`src/rtl/noc_config_pkg.sv`:
```
// noc_config_pkg
// Shared router configuration: router port count and the state type used by
// the per-output-port packet arbiter.
package noc_config_pkg;

    // x_plus, x_minus, y_plus, y_minus, local
    localparam int NOC_ROUTER_PORTS = 5;

    // IDLE   : no packet owns the output port
    // LOCKED : one requester owns the port until its tail flit is accepted
    typedef enum logic {
        IDLE   = 1'b0,
        LOCKED = 1'b1
    } noc_arbiter_state;

endpackage

```
`src/rtl/noc_round_robin_selector.sv`:
```
// noc_round_robin_selector
// Purely combinational round-robin pick: returns the first set request bit at
// or after rr_pointer, wrapping modulo REQUESTERS.
// Ports:
//   request     : request vector, bit i = requester i wants the port
//   rr_pointer  : index with highest priority
//   pick        : one-hot selected requester, zero when request == 0
//   pick_index  : encoded pick, zero when request == 0
module noc_round_robin_selector #(
    parameter int REQUESTERS  = 5,
    parameter int INDEX_WIDTH = $clog2(REQUESTERS)
) (
    input  logic [REQUESTERS-1:0]  request,
    input  logic [INDEX_WIDTH-1:0] rr_pointer,
    output logic [REQUESTERS-1:0]  pick,
    output logic [INDEX_WIDTH-1:0] pick_index
);

    logic [REQUESTERS-1:0]   high_mask;
    logic [2*REQUESTERS-1:0] double_req;
    logic [2*REQUESTERS-1:0] double_first;

    // Lower half holds only requests at or above the pointer; upper half holds
    // the full vector so requests below the pointer are found after the wrap.
    // Isolating the lowest set bit of the concatenation gives the winner.
    always_comb begin
        high_mask = '0;
        for (int i = 0; i < REQUESTERS; i++) begin
            high_mask[i] = (i >= int'(rr_pointer));
        end
    end

    assign double_req   = {request, request & high_mask};
    assign double_first = double_req & (~double_req + (2*REQUESTERS)'(1));
    assign pick         = double_first[REQUESTERS-1:0] | double_first[2*REQUESTERS-1:REQUESTERS];

    always_comb begin
        pick_index = '0;
        for (int i = 0; i < REQUESTERS; i++) begin
            if (pick[i]) begin
                pick_index = INDEX_WIDTH'(i);
            end
        end
    end

endmodule

```
`src/rtl/noc_packet_arbiter.sv`:
```
// noc_packet_arbiter
// Per-output-port wormhole arbiter. Round-robin selects one of REQUESTERS
// input blocks, locks the grant for the whole packet and releases it when the
// tail flit is accepted downstream. On release the next owner is chosen in
// the same cycle, so back-to-back packets see no idle bubble.
//
// Handshake: a flit moves when out_valid && out_ready. out_valid depends only
// on the registered grant and the owner's request; ack[i] is the pop strobe
// for requester i and is only ever high together with out_ready.
//
// Ports:
//   clk, rst          : clock, synchronous active-high reset
//   request, tail     : per-requester flit valid and tail qualifier
//   out_ready         : downstream accepts this cycle
//   grant, grant_index: one-hot and encoded owner (zero when idle)
//   out_valid,out_tail: qualified flit valid / tail toward the output
//   ack               : per-requester flit-pop strobe
//   busy              : a packet currently owns the port
//   debug_state       : FSM state
//   debug_rr_pointer  : round-robin pointer
module noc_packet_arbiter
    import noc_config_pkg::*;
#(
    parameter int REQUESTERS  = NOC_ROUTER_PORTS,
    parameter int INDEX_WIDTH = $clog2(REQUESTERS)
) (
    input  logic                   clk,
    input  logic                   rst,
    input  logic [REQUESTERS-1:0]  request,
    input  logic [REQUESTERS-1:0]  tail,
    input  logic                   out_ready,
    output logic [REQUESTERS-1:0]  grant,
    output logic [INDEX_WIDTH-1:0] grant_index,
    output logic                   out_valid,
    output logic                   out_tail,
    output logic [REQUESTERS-1:0]  ack,
    output logic                   busy,
    output noc_arbiter_state       debug_state,
    output logic [INDEX_WIDTH-1:0] debug_rr_pointer
);

    localparam logic [INDEX_WIDTH-1:0] LAST_INDEX = INDEX_WIDTH'(REQUESTERS - 1);

    noc_arbiter_state       state_q, state_d;
    logic [REQUESTERS-1:0]  grant_q, grant_d;
    logic [INDEX_WIDTH-1:0] index_q, index_d;
    logic [INDEX_WIDTH-1:0] ptr_q, ptr_d;

    logic [REQUESTERS-1:0]  granted_req;
    logic                   release_now;
    logic [INDEX_WIDTH-1:0] next_ptr;
    logic [INDEX_WIDTH-1:0] sel_pointer;
    logic [REQUESTERS-1:0]  sel_pick;
    logic [INDEX_WIDTH-1:0] sel_index;

    // grant_q is zero in IDLE, so masking with it also qualifies by busy.
    assign granted_req = grant_q & request;
    assign out_valid   = (state_q == LOCKED) && (|granted_req);
    assign out_tail    = out_valid && (|(granted_req & tail));
    assign ack         = granted_req & {REQUESTERS{out_ready}};
    assign release_now = out_tail && out_ready;

    assign next_ptr = (index_q == LAST_INDEX) ? '0 : index_q + INDEX_WIDTH'(1);

    // In the release cycle arbitration already uses the advanced pointer, so
    // the outgoing owner sits at lowest priority for its next head.
    assign sel_pointer = (state_q == LOCKED) ? next_ptr : ptr_q;

    noc_round_robin_selector #(
        .REQUESTERS  (REQUESTERS),
        .INDEX_WIDTH (INDEX_WIDTH)
    ) u_selector (
        .request    (request),
        .rr_pointer (sel_pointer),
        .pick       (sel_pick),
        .pick_index (sel_index)
    );

    always_ff @(posedge clk) begin
        if (rst) begin
            state_q <= IDLE;
            grant_q <= '0;
            index_q <= '0;
            ptr_q   <= '0;
        end else begin
            state_q <= state_d;
            grant_q <= grant_d;
            index_q <= index_d;
            ptr_q   <= ptr_d;
        end
    end

    always_comb begin
        state_d = state_q;
        grant_d = grant_q;
        index_d = index_q;
        ptr_d   = ptr_q;
        case (state_q)
            IDLE: begin
                if (|request) begin
                    grant_d = sel_pick;
                    index_d = sel_index;
                    state_d = LOCKED;
                end
            end
            LOCKED: begin
                if (release_now) begin
                    ptr_d = next_ptr;
                    if (|request) begin
                        grant_d = sel_pick;
                        index_d = sel_index;
                    end else begin
                        grant_d = '0;
                        index_d = '0;
                        state_d = IDLE;
                    end
                end
            end
            default: begin
                state_d = IDLE;
                grant_d = '0;
                index_d = '0;
            end
        endcase
    end

    assign grant            = grant_q;
    assign grant_index      = index_q;
    assign busy             = (state_q == LOCKED);
    assign debug_state      = state_q;
    assign debug_rr_pointer = ptr_q;

    a_grant_onehot0 : assert property (@(posedge clk) $onehot0(grant_q));

    a_grant_stable_when_locked : assert property (@(posedge clk) disable iff (rst)
        (state_q == LOCKED && !release_now) |=> $stable(grant_q));

    a_ack_needs_ready : assert property (@(posedge clk) (|ack) |-> out_ready);

endmodule

```
`config.mk`:
```
export PLATFORM = sky130hd
export DESIGN_NAME = noc_packet_arbiter
export DESIGN_NICKNAME = d
export VERILOG_FILES = /design/src/rtl/noc_config_pkg.sv /design/src/rtl/noc_round_robin_selector.sv /design/src/rtl/noc_packet_arbiter.sv
export SDC_FILE = /design/constraint.sdc
export NUM_CORES = 1
export LEC_CHECK = 0
export CORE_MARGIN = 2
export CORE_UTILIZATION = 30
export CTS_CLUSTER_DIAMETER = 50
export CTS_CLUSTER_SIZE = 12
export DETAILED_ROUTE_END_ITERATION = 10
export GPL_TIMING_DRIVEN = 0
export HOLD_SLACK_MARGIN = 0.02
export PLACE_DENSITY = 0.7
export SYNTH_ARGS = -nofsm -noshare
export SYNTH_HDL_FRONTEND = slang
export SYNTH_SLANG_ARGS = --single-unit
```
`constraint.sdc`:
```
create_clock -name clk -period 3.1 [get_ports clk]
set_input_delay 0.465 -clock clk [delete_from_list [all_inputs] [get_ports clk]]
set_output_delay 0.465 -clock clk [all_outputs]
set_load 0.01 [all_outputs]
```
# After elaboration in Yosys (flattened, before gate mapping)
# Cells that the tools add are included.
[totals]
reg_bits = 12
latchBits = 0
ram_bits = 0
rom_bits = 0
input_bits = 13
elab_cells = 47
n_memories = 0
[op_classes]
add_sub_neg = 2
n_mul = 0
n_div = 0
order_cmp = 5
eq_ne = 3
shifts = 0
n_mux = 17
bitwise = 8
n_reduce_logical = 8
[op_table]
columns = ["operator", "n"]
rows = [
  ["5-bit AND", 4],
  ["3-bit 2-to-1 mux", 6],
  ["5-bit 2-to-1 mux", 3],
  ["5-bit OR reduction", 3],
  ["10-bit by 1-bit adder with 10-bit output, second input constant", 1],
  ["10-bit AND", 1],
  ["10-bit inverter", 1],
  ["5-bit case mux with 2 select lines", 1],
  ["1-bit by 3-bit greater-or-equal comparator with 1-bit output, first input constant", 2],
  ["2-bit by 3-bit greater-or-equal comparator with 1-bit output, first input constant", 2],
  ["3-bit case mux with 2 select lines", 1],
  ["5-bit bitwise OR", 1],
  ["2-bit 2-to-1 mux", 2],
  ["2-bit AND reduction", 2],
  ["3-bit by 1-bit adder with 3-bit output, second input constant", 1],
  ["3-bit == test, second input constant", 1],
  ["3-bit greater-or-equal comparator, first input constant", 1],
  ["1-bit logical AND", 3],
  ["1-bit 2-to-1 mux", 3],
  ["2-bit by 1-bit != test with 1-bit output, second input constant", 1],
  ["2-bit != test, second input constant", 1],
  ["1-bit case mux with 2 select lines", 1],
  ["1-bit inverter", 1],
]

# Logic depth before layout (Yosys ltp)
[depth]
word_depth = 16
mapped_depth = 8
depth_no_buf = 8

# Cells and area by module
# A second synthesis with hierarchy kept.
[unflattened]
hier_cells = 118
area_unflattened_um2 = 972.2
[modules_own_cells]
columns = ["module", "instances", "cells_per_inst", "area_each_um2"]
rows = [
  ["noc_packet_arbiter", 1, 81, 730.7],
  ["noc_round_robin_selector", 1, 37, 241.5],
]

# Worst setup path before layout
# Ideal clock, no wire load.
[synth_path]
path_kind = "reg-to-reg"
startpoint = "register index_q[0] (netlist: grant_index[0])"
endpoint = "register index_q[1] (netlist: grant_index[1])"
arrival_time_ps = 2112
t_required_ps = 3014
slack_ps = 901
stages_incl_launch_ff = 9
path_buffers = 0
synth_period_minus_slack_ps = 2199
cell_sequence = "dfxtp_1 > inv_1 > ha_1 > or3b_4 > a41oi_4 > nor2_2 > a2111oi_4 > nor2_2 > a221oi_2"
[synth_via]
elab_chain_len = 15
word_cells_on_any_way = 21
classes_between = "add/sub (2); order compare (5); eq/ne (1); mux (9); bitwise (4)"
[synth_lines]
columns = ["element", "line_no", "source"]
rows = [
  ["start: declaration", "noc_packet_arbiter.sv:46", "logic [INDEX_WIDTH-1:0] index_q, index_d;"],
  ["start signal: assignment", "noc_packet_arbiter.sv:88", "index_q <= index_d;"],
  ["3-bit by 1-bit adder with 3-bit output or 3-bit == test (tied branches)", "noc_packet_arbiter.sv:63", "assign next_ptr = (index_q == LAST_INDEX) ? '0 : index_q + INDEX_WIDTH'(1);"],
  ["3-bit 2-to-1 mux (*)", "noc_packet_arbiter.sv:63", ""],
  ["3-bit 2-to-1 mux (*)", "noc_packet_arbiter.sv:67", "assign sel_pointer = (state_q == LOCKED) ? next_ptr : ptr_q;"],
  ["1-bit by 3-bit greater-or-equal comparator with 1-bit output, or another cell as far along", "noc_round_robin_selector.sv:29", "high_mask[i] = (i >= int'(rr_pointer));"],
  ["5-bit AND (*)", "noc_round_robin_selector.sv:33", "assign double_req = {request, request & high_mask};"],
  ["10-bit inverter", "noc_round_robin_selector.sv:34", "assign double_first = double_req & (~double_req + (2*REQUESTERS)'(1));"],
  ["10-bit by 1-bit adder with 10-bit output", "noc_round_robin_selector.sv:34", ""],
  ["10-bit AND (*)", "noc_round_robin_selector.sv:34", ""],
  ["5-bit bitwise OR (*)", "noc_round_robin_selector.sv:35", "assign pick = double_first[REQUESTERS-1:0] | double_first[2*REQUESTERS-1:REQUESTERS];"],
  ["2-bit 2-to-1 mux (2 in series)", "noc_round_robin_selector.sv:40", "if (pick[i]) begin"],
  ["3-bit 2-to-1 mux (*)", "noc_round_robin_selector.sv:40", ""],
  ["3-bit 2-to-1 mux", "noc_packet_arbiter.sv:109", "if (|request) begin"],
  ["3-bit 2-to-1 mux", "noc_packet_arbiter.sv:107", "if (release_now) begin"],
  ["3-bit case mux with 2 select lines (*)", "noc_packet_arbiter.sv:98", "case (state_q)"],
]
# Every way passes the cells marked *; elsewhere a longest branch is shown, timed or not. The select of a mux whose other input is x is not followed.
# A chain may end at the register's enable or synchronous reset.

# Worst setup path after layout
[layout_path]
startpoint = "input port request[1]"
endpoint = "output port out_tail"
[layout_via]
elab_chain_len = 4
word_cells_on_any_way = 6
classes_between = "bitwise (2); reduce/logical (4)"
[layout_lines]
columns = ["element", "line_no", "source"]
rows = [
  ["start: declaration", "noc_packet_arbiter.sv:29", "input logic [REQUESTERS-1:0] request,"],
  ["5-bit AND (*)", "noc_packet_arbiter.sv:57", "assign granted_req = grant_q & request;"],
  ["5-bit AND or 5-bit OR reduction (tied branches)", "noc_packet_arbiter.sv:59, noc_packet_arbiter.sv:58", ""],
  ["5-bit OR reduction or 1-bit logical AND (tied branches)", "noc_packet_arbiter.sv:59, noc_packet_arbiter.sv:58", ""],
  ["1-bit logical AND (*)", "noc_packet_arbiter.sv:59", "assign out_tail = out_valid && (|(granted_req & tail));"],
  ["end: declaration", "noc_packet_arbiter.sv:35", "output logic out_tail,"],
]
# Every way passes the cells marked *; elsewhere a longest branch is shown, timed or not.

==> metrics.json <==
{
  "fin_worst_skew_ns": 0.00495,
  "drive_gt1_share_pct": 15.5,
  "syn_nets": 122,
  "mostFrequentLayoutCell": "sky130_fd_sc_hd__clkdlybuf4s50_1",
  "number_of_buffers_and_inverters_on_the_critical_path": 2,
  "power_per_cell_area_nw_per_um2": 313,
  "syn-mean-instance-area_um2": 8.31,
  "setup_viol": 0,
  "ctsRootBufferMaster": "sky130_fd_sc_hd__clkbuf_4",
  "seq_area_frac_synth_pct": 24.8,
  "finalHoldViolCount": 0,
  "post_cts_resize_count": 0,
  "dp_hpwl_um": 1990,
  "final.hold.worst_slack_ns": 0.488,
  "tritoncts": "yes",
  "fin_area_um2": 1260,
  "synth_edf_count": 0,
  "worst_ep_required_time_ns": 2.63,
  "crit_family": "buffers and inverters",
  "die_w_um": 58.5,
  "h-tree-depth": 1,
  "critical-path-slowest-cell": "sky130_fd_sc_hd__clkdlybuf4s50_1",
  "dieHeight_um": 58.5,
  "coreArea_um2": 2780,
  "yosysUniqueCellTypes": 44,
  "crit_path_end_kind": "output port",
  "list_of_cells_traversed_by_the_critical_path": "clkdlybuf4s50_1 -> a222oi_1 -> a21boi_1 -> a21boi_1 -> clkdlybuf4s50_1",
  "boundaryPins": 33,
  "synth-warning-count": 0,
  "postCtsSetupRepairBufs": 0,
  "overflow": 0,
  "cp.arrival_ns": 2.20,
  "fin_util_pct": 45.5,
  "final_max_slew_viols": 0,
  "grt_util_overall_pct": 15.4,
  "layout_common_cells": "31 x sky130_fd_sc_hd__clkdlybuf4s50_1, 11 x sky130_fd_sc_hd__dfxtp_1, 10 x sky130_fd_sc_hd__nand2_1",
  "final_weighted_congestion_of_routability_driven_global_placement": 0.822,
  "leak_uw": 0.000460,
  "number_of_placement_rows": 19,
  "remaining_drc_errors": 0,
  "startpoint_type": "primary input",
  "post-route-period-util_pct": 86.0,
  "n_fill_cell": 273,
  "total_routed_wirelength_um": 2440,
  "slew_headroom_pct": 65.1,
  "clkLatencyLatePin_ns": 0.27,
  "setup-tns-final_ns": 0,
  "initial_core_util_pct": 32.0,
  "holdBufCountCts": 0,
  "fin_crit_ns": 2.67,
  "postSynth.asyncResetShare_pct": 0,
  "max-vdd-ir-drop_mv": 0.236,
  "final-seq-area_um2": 220,
  "port_buffers": 31,
  "synth_top_area_cell": "sky130_fd_sc_hd__dfxtp_1",
  "power.total_uw": 396,
  "via_count": 962,
  "post_dp_cell_area_um2": 1240,
  "multi_input_comb_area_um2": 616,
  "max_cap_viol_count": 0,
  "wl_per_cell_um": 14.1,
  "worst-setup-path-type": "primary input to output port",
  "detail_route.first_pass.iterations": 4,
  "postSynthRegisterBits": 11,
  "synth.top_cells.by_area": "sky130_fd_sc_hd__dfxtp_1 25%, sky130_fd_sc_hd__a21oi_1 4.5%, sky130_fd_sc_hd__and3_1 4.2%",
  "synth.cell_area_um2": 890,
  "yosysTopAreaCellShare_pct": 24.8,
  "status": "finished clean",
  "cts_sinks": 11,
  "synth_ff_type": "sky130_fd_sc_hd__dfxtp_1",
  "floorplan.die_area_um2": 3420,
  "vias_per_cell": 5.56,
  "clock_pin_slew_worst_setup_and_hold_paths_ns": 0.07,
  "initialDrtViolationCount": 28,
  "cts-root-to-sink-buffers": 2,
  "final_nets": 158,
  "grt_start_max_net_pins": 11,
  "drt.antenna.violating_nets": 0,
  "grt_first_pass_wirelength_um": 4130,
  "max_clock_freq_mhz": 375,
  "area_growth_syn_to_layout_pct": 42.2,
  "synth_cells": 107,
  "final_antenna_diode_count": 0,
  "hold_path_class": "register to register",
  "tightestPinTransition_ns": 0.522,
  "cts_buffers": 3,
  "critical_path_peak_fanout": 7,
  "via_count_of_the_first_global_routing_pass": 913,
  "grt_antenna_before_repair": 0,
  "grt_setup_unrepaired": "false",
  "critPathMaxStageDelay_ns": 0.62
}
[sequential cells by signal, indices dropped and copies added, names as in the netlist]
signal            count
grant                 5
grant_index           2
busy                  1
debug_rr_pointer      3
[path summary, 6_finish.rpt]
kind                                         start                               end  slack (ns)  cells past startpoint
setup reg to reg       grant_index[0]$_SDFFE_PP0P_             grant[4]$_SDFFE_PP0P_        0.74                      8
setup / recovery                        request[1]                          out_tail        0.43                      5
hold reg to reg   debug_rr_pointer[2]$_SDFFE_PP0P_  debug_rr_pointer[2]$_SDFFE_PP0P_        0.49                      2
hold / removal    debug_rr_pointer[2]$_SDFFE_PP0P_  debug_rr_pointer[2]$_SDFFE_PP0P_        0.49                      2
[cells by family (layout without fill, tap and decap cells)]
kind of cell | after synthesis | count (layout) | synth area share, %
muxes | 2 | 2 | 2.25
DFF | 11 | 11 | 24.8
AOI/OAI and AO/OA | 37 | 37 | 38.5
adders and majority gates | 2 | 2 | 2.81
and+or+nand+nor | 43 | 43 | 25.6
buffers and inverters | 12 | 47 | 6.05
[metrics by stage]
stage | instances | setup slack [ns]
2_1_floorplan | 107 | 0.901
3_3_place_gp | 169 | 0.456
3_5_place_dp | 169 | 0.421
4_1_cts | 173 | 0.421
5_1_grt | 173 | 0.329
6_report | 173 | 0.433
[layer usage]
metal / up-vias / wire, µm / global-route usage (%)
met5: - / 0 / 0
met4: 0 / 36 / 7.97
met3: 3 / 124 / 0.879
met2: 31 / 1260 / 26.0
met1: 454 / 1010 / 19.7
li1: 474 / - / -
[report_power, final]
part	internal [µW]	switching, µW
logic	68.9	71.7
registers	149	10.4
clock network	49.9	46.2
total	267	128
[worst register-to-register path: cells and delay by family, from the launching register on]
kind / cells / cell delay, ns
fa+ha+maj: 1 / 0.22
buf+inv: 1 / 0.07
compound gates: 4 / 1.03
simple gates: 2 / 0.55
flops: 1 / 0.42
[layout make-up]
type | count | share of cell area [%]
multi-input combinational | 84 | 48.7
timing repair buffer | 31 | 24.5
sequential | 11 | 17.4
tap | 31 | 3.07
buffer | 6 | 2.47
clock buffer | 4 | 2.08
inverter | 6 | 1.78
[synthesized netlist by cell type, drive strengths merged, types with 3 or more instances]
cell and number:
a21oi 9, nor3 3, a21o 3, buf 3, and3 7, inv 6, nor2 11, clkbuf 3
nand3 4, nand2 10, dfxtp 11
Note: power is estimated with default switching activity, not from simulation.
==> RTL change 1 (same settings) <==
`NOC_ROUTER_PORTS`: 5 -> 10.
--- a/src/rtl/noc_config_pkg.sv
+++ b/src/rtl/noc_config_pkg.sv
@@ -4,7 +4,7 @@
 package noc_config_pkg;
 
     // x_plus, x_minus, y_plus, y_minus, local
-    localparam int NOC_ROUTER_PORTS = 5;
+    localparam int NOC_ROUTER_PORTS = 10;
 
     // IDLE   : no packet owns the output port
     // LOCKED : one requester owns the port until its tail flit is accepted
Ports: changed (6 resized); port bits go from 33 to 55. No check against the original RTL was run, so the function may have changed too.
==> RTL change 1 against the unedited design <==
- area after synthesis grew 79%
- register-to-register slack got worse by 0.55 ns
- wire length up 110%
- total power up 77%
- die area up 73%
- largest power group unchanged
- final area rose by 79%
- sequential cell count grew 8
- setup slack got worse by 0.25 ns
==> RTL change 1: results (changes against the unedited design) <==
The final clock skew was 0.00401 ns (was 0.00495 ns); the largest driver fanout on the critical path was 9 (was 7). The buffer type at the clock tree root was sky130_fd_sc_hd__clkbuf_8 (was sky130_fd_sc_hd__clkbuf_4). The tools report the startpoint of the lowest-slack register-to-register path as grant_index[1]$_SDFFE_PP0P_ (was grant_index[0]$_SDFFE_PP0P_). The final routed wire length divided by cell count works out to 15.3 um (was 14.1 um).

The run gives 0 (unchanged) as the number of warnings reported in the yosys synthesis log. The post-synthesis average cell area was 7.43 um2 (was 8.31 um2). End point of the critical path: grant_index[1]$_SDFFE_PP0P_ (was out_tail).

The synthesized netlist net count is 238 (was 122). The share of post-route cells with drive strength above 1 is 11.2% (was 15.5%). The run finished with clean final reports. The number of library cell types mapped by synthesis came out at 57 (was 44).

For the static leakage, the log shows 0.000843 uW (was 0.000460 uW). The count of buffers inserted at the top-level ports is 52 (was 31), and the number of non-filler instances in the completed layout is 339 (was 173). The tools report the worst slew slack as a fraction of its limit as 59.4% (was 65.1%). The run gives 0.19 ns (was 0.74 ns) as the reg-to-reg setup timing slack. Most area-consuming cells after synthesis: sky130_fd_sc_hd__dfxtp_1 (24%), sky130_fd_sc_hd__a21oi_1 (5.3%), sky130_fd_sc_hd__nand2_1 (4.7%), sky130_fd_sc_hd__and3_1 (4.3%), sky130_fd_sc_hd__nand3_1 (4.1%) (was sky130_fd_sc_hd__dfxtp_1 (25%), sky130_fd_sc_hd__a21oi_1 (4.5%), sky130_fd_sc_hd__and3_1 (4.2%), sky130_fd_sc_hd__nand2_1 (4.2%), sky130_fd_sc_hd__nor2_1 (3.4%)). The global-route wire length before repair was 8580 um (was 4130 um). The tools report the worst supply voltage drop on vdd as 125 uV (was 236 uV).

The number of global-route vias before repair was 1809 (was 913). The all-layer global routing usage was 17.5% (was 15.4%); the final net count was 293 (was 158). The share of the yosys chip area belonging to registers is 23.8% (was 24.8%). For the data arrival time of the worst path, the log shows 3.08 ns (was 2.20 ns).

The number of vias after detailed routing is 1863 (was 962). Reg-to-reg critical path endpoint: grant_index[2]$_SDFFE_PP0P_ (was grant[4]$_SDFFE_PP0P_). Most frequent cells after synthesis: sky130_fd_sc_hd__nand2_1 (20), sky130_fd_sc_hd__dfxtp_1 (19), sky130_fd_sc_hd__a21oi_1 (17), sky130_fd_sc_hd__nor2_1 (16), sky130_fd_sc_hd__nand3_1 (13) (was sky130_fd_sc_hd__dfxtp_1 (11), sky130_fd_sc_hd__nand2_1 (10), sky130_fd_sc_hd__a21oi_1 (8), sky130_fd_sc_hd__nor2_1 (8)). The maximum number of pins on one net before global-route repair came out at 12 (was 11).

The internal power component was 462 uW (was 267 uW); the critical path's largest stage delay was 0.56 ns (was 0.62 ns). For the number of antenna violations at the first check in global routing, the log shows 0 (unchanged). The logs give 173 (was 28) for the initial detailed-routing violation count and 0.908 (was 0.822) for the final weighted congestion in routability-driven placement. The flip-flop count of the largest register, all copies and words added works out to 10 (was 5).
-- RTL change 1: how the worst min path moves through the flow --
| stage | startpoint | to | cells after the start |
|---|---|---|---|
| global placement | grant[7]$_SDFFE_PP0P_ | grant[7]$_SDFFE_PP0P_ | 2 |
| CTS | grant[7]$_SDFFE_PP0P_ | grant[7]$_SDFFE_PP0P_ | 2 |
| finish | grant[7]$_SDFFE_PP0P_ | grant[7]$_SDFFE_PP0P_ | 2 |
| global route | grant[7]$_SDFFE_PP0P_ | grant[7]$_SDFFE_PP0P_ | 2 |
| detailed placement | grant[7]$_SDFFE_PP0P_ | grant[7]$_SDFFE_PP0P_ | 2 |
| floorplan | grant[7]$_SDFFE_PP0P_ | grant[7]$_SDFFE_PP0P_ | 2 |
-- RTL change 1: what timing repair did --
action / in CTS / in global routing
gates cloned: 0 / 0
endpoints found under the setup margin: 3 / 14
hold buffers: 0 / 0
gates resized for setup: 1 / 4
pin swaps: 0 / 0
-- RTL change 1: logic make-up after synthesis --
| group | Yosys count | synth area share, % |
|---|---|---|
| multiplexers | 1 | 0.627 |
| buffers and inverters | 25 | 6.82 |
| AO/OA/AOI/OAI | 72 | 35.8 |
| AND/OR/NAND/NOR | 98 | 32.9 |
| flip-flops | 19 | 23.8 |
-- RTL change 1: power by group through the flow --
| stage | clock [uW] | combinational, uW | sequential, uW |
|---|---|---|---|
| 2_1_floorplan | 0 | 143 | 277 |
| 5_1_grt | 194 | 272 | 271 |
| 6_report | 181 | 251 | 269 |
| 4_1_cts | 184 | 247 | 269 |
| 3_5_place_dp | 0 | 246 | 274 |
| 3_3_place_gp | 0 | 245 | 274 |
-- RTL change 1: layout make-up --
| class | count | area, um2 |
|---|---|---|
| inverters | 12 | 45.0 |
| repair buffers | 52 | 520 |
| well taps | 70 | 87.6 |
| flip-flops and latches | 19 | 380 |
| clock buffers | 3 | 41.3 |
| clock inverters | 1 | 5.00 |
| plain buffers | 11 | 56.3 |
| multi-input cells | 171 | 1130 |
| fillers | 534 | 2850 |
-- RTL change 1: through the flow --
step	instance area (um2)	total power (uW)	setup WS, ns	hold WS (ns)
2_1_floorplan	1600	420	0.485	0.496
3_3_place_gp	2200	519	-0.497	0.475
3_5_place_dp	2200	520	-0.493	0.470
4_1_cts	2240	699	0.0547	0.490
5_1_grt	2260	737	0.00852	0.512
6_report	2260	700	0.183	0.494
-- RTL change 1: critical path: cells and delay by family --
kind / cells / cell delay, ns
simple gates: 5 / 1.54
buf+inv: 1 / 0.56
compound gates: 3 / 0.51
-- RTL change 1: per-layer routing --
layer	vias to the layer above	GRT usage, %	wire (um)
met3	8	2.82	292
met4	0	5.27	85
met5	-	0	0
li1	922	-	-
met2	63	28.9	2390
met1	870	23.2	2410
==> RTL change 2 (same flow settings) <==
Made on the original files. Reset style: asynchronous (`rst`), changed in one clocked block. Comments in the files are not updated.
--- a/src/rtl/noc_packet_arbiter.sv
+++ b/src/rtl/noc_packet_arbiter.sv
@@ -76,7 +76,7 @@
         .pick_index (sel_index)
     );
 
-    always_ff @(posedge clk) begin
+    always_ff @(posedge clk or posedge rst) begin
         if (rst) begin
             state_q <= IDLE;
             grant_q <= '0;
Function: differs if rst is asserted again (counterexample within 4 cycles, from zero or initial values and one cycle with rst high); with rst held inactive, the same outputs for 10 cycles.
==> RTL change 2 against the unedited design <==
- the run now ends with design-rule violations left
- sequential cell count is the same
- worst hold slack lost 0.018 ns
- largest cell class unchanged
- setup slack gained 0.064 ns
- critical path type unchanged
- area after synthesis grew 1.5%
- wire length grew 6.0%
- final area grew 1.1%
- critical endpoint unchanged
- via count shrank 4.0%
Power is not compared: it rests on default switching activity, and its combinational part moved more than twofold at a synthesized area within 25%.
==> RTL change 2: results (changes against the unedited design) <==
The proportion of synthesized area in mux cells is 2.49% (was 2.25%), and the final net count is 154 (was 158). The checks that failed: design-rule violations. Global-route wire length before repair: 4350 um (was 4130 um). The worst slew slack as a fraction of its limit came out at 71.7% (was 65.1%). The largest driver fanout on the critical path works out to 6 (was 7).

The share of the yosys chip area belonging to registers was 30.5% (was 24.8%); the number of library cell types mapped by synthesis was 41 (was 44). The all-layer global routing usage was 16.5% (was 15.4%); the DRC violation count after routing was 5 (was 0). The source of the critical timing path was request[4] (was request[1]). The final routed wire length divided by cell count is 15.3 um (was 14.1 um), and the worst supply voltage drop on vdd is 418 uV. The reg-to-reg critical path endpoint is grant_index[0]$_DFFE_PP0P_ (was grant[4]$_SDFFE_PP0P_).

The worst hold path class is primary input to async pin (was register to register). The tools report the end point of the critical path as out_tail (unchanged). The flow ran to the end, but the final reports show violations. The share of post-route cells with drive strength above 1 is 18.1% (was 15.5%), and the synthesized netlist net count is 118 (was 122).

The run gives 2.14 ns (was 2.20 ns) as the data arrival time of the worst path. The run gives 924 (was 962) as the number of vias after detailed routing. The number of iterations in the first detailed-routing pass is 7 (was 4). Final clock skew: 0.000742 ns (was 0.00495 ns). Startpoint of the lowest-slack register-to-register path: grant_index[0]$_DFFE_PP0P_ (was grant_index[0]$_SDFFE_PP0P_).

Most area-consuming cells after synthesis: sky130_fd_sc_hd__dfrtp_1 (30%), sky130_fd_sc_hd__nand2_1 (6.2%), sky130_fd_sc_hd__a21o_2 (3.9%), sky130_fd_sc_hd__and3_1 (3.5%), sky130_fd_sc_hd__nand3_1 (3.3%) (was sky130_fd_sc_hd__dfxtp_1 (25%), sky130_fd_sc_hd__a21oi_1 (4.5%), sky130_fd_sc_hd__and3_1 (4.2%), sky130_fd_sc_hd__nand2_1 (4.2%), sky130_fd_sc_hd__nor2_1 (3.4%)). The initial detailed-routing violation count is 47 (was 28), and the half-perimeter wire length after detailed placement is 1990 um (about the same). The share of the synthesized area in compound gates (AO/OA/AOI/OAI) came out at 31.3% (was 38.5%). The reg-to-reg setup timing slack is 0.81 ns (was 0.74 ns), and the filler cell count in the final layout is 281 (was 273). The tools report the final weighted congestion in routability-driven placement as 0.888 (was 0.822).

Most frequent cells after synthesis: sky130_fd_sc_hd__nand2_1 (15), sky130_fd_sc_hd__dfrtp_1 (11), sky130_fd_sc_hd__inv_1 (6), sky130_fd_sc_hd__nand3_1 (6) (was sky130_fd_sc_hd__dfxtp_1 (11), sky130_fd_sc_hd__nand2_1 (10), sky130_fd_sc_hd__a21oi_1 (8), sky130_fd_sc_hd__nor2_1 (8)). The critical path's largest stage delay came out at 0.64 ns (was 0.62 ns). The logs give 906 (was 913) for the number of global-route vias before repair and 2 (unchanged) for the number of buffers on the longest clock path.

The maximum number of pins on one net before global-route repair is 12 (was 11).
## RTL change 2: cell families (layout without fill, tap and decap cells)
| kind of cell | after synthesis | after routing |
|---|---|---|
| adders and majority gates | 2 | 2 |
| AOI/OAI and AO/OA | 35 | 35 |
| muxes | 2 | 2 |
| and+or+nand+nor | 42 | 42 |
| DFF | 11 | 11 |
| buffers and inverters | 11 | 46 |
## RTL change 2: layout make-up
class,instances,area share [%]
Inverter,6,1.76
Sequential cell,11,21.5
Tap cell,31,3.03
Timing Repair Buffer,31,24.3
Multi-Input combinational cell,81,42.9
Buffer,5,4.50
Clock buffer,4,2.05
## RTL change 2: metal layers
layer | wire, um | part of all wire (%) | global-route usage [%] | vias to the layer above
li1 | - | - | - | 451
met5 | 0 | 0 | 0 | -
met3 | 192 | 7.4 | 2.42 | 3
met1 | 1150 | 45 | 22.3 | 428
met4 | 38 | 1.5 | 5.84 | 0
met2 | 1200 | 46 | 26.7 | 42
## RTL change 2: through the flow
step / cell area, um2 / instances / setup WS, ns / utilization [%] / hold WS (ns)
2_1_floorplan: 903 / 103 / 1.04 / - / 0.317
3_3_place_gp: 1250 / 165 / 0.505 / 44.6 / 0.527
3_5_place_dp: 1250 / 165 / 0.494 / 44.6 / 0.549
4_1_cts: 1280 / 169 / 0.491 / 45.6 / 0.468
5_1_grt: 1280 / 169 / 0.397 / 45.6 / 0.488
6_report: 1280 / 169 / 0.496 / 45.6 / 0.471
## RTL change 2: power by group through the flow
stage	sequential (uW)	clock, uW	combinational, uW
final	268	104	647
after global routing	283	115	700
after CTS	271	108	645
after detailed placement	274	0	639
after global placement	269	0	627
after floorplan	278	0	380
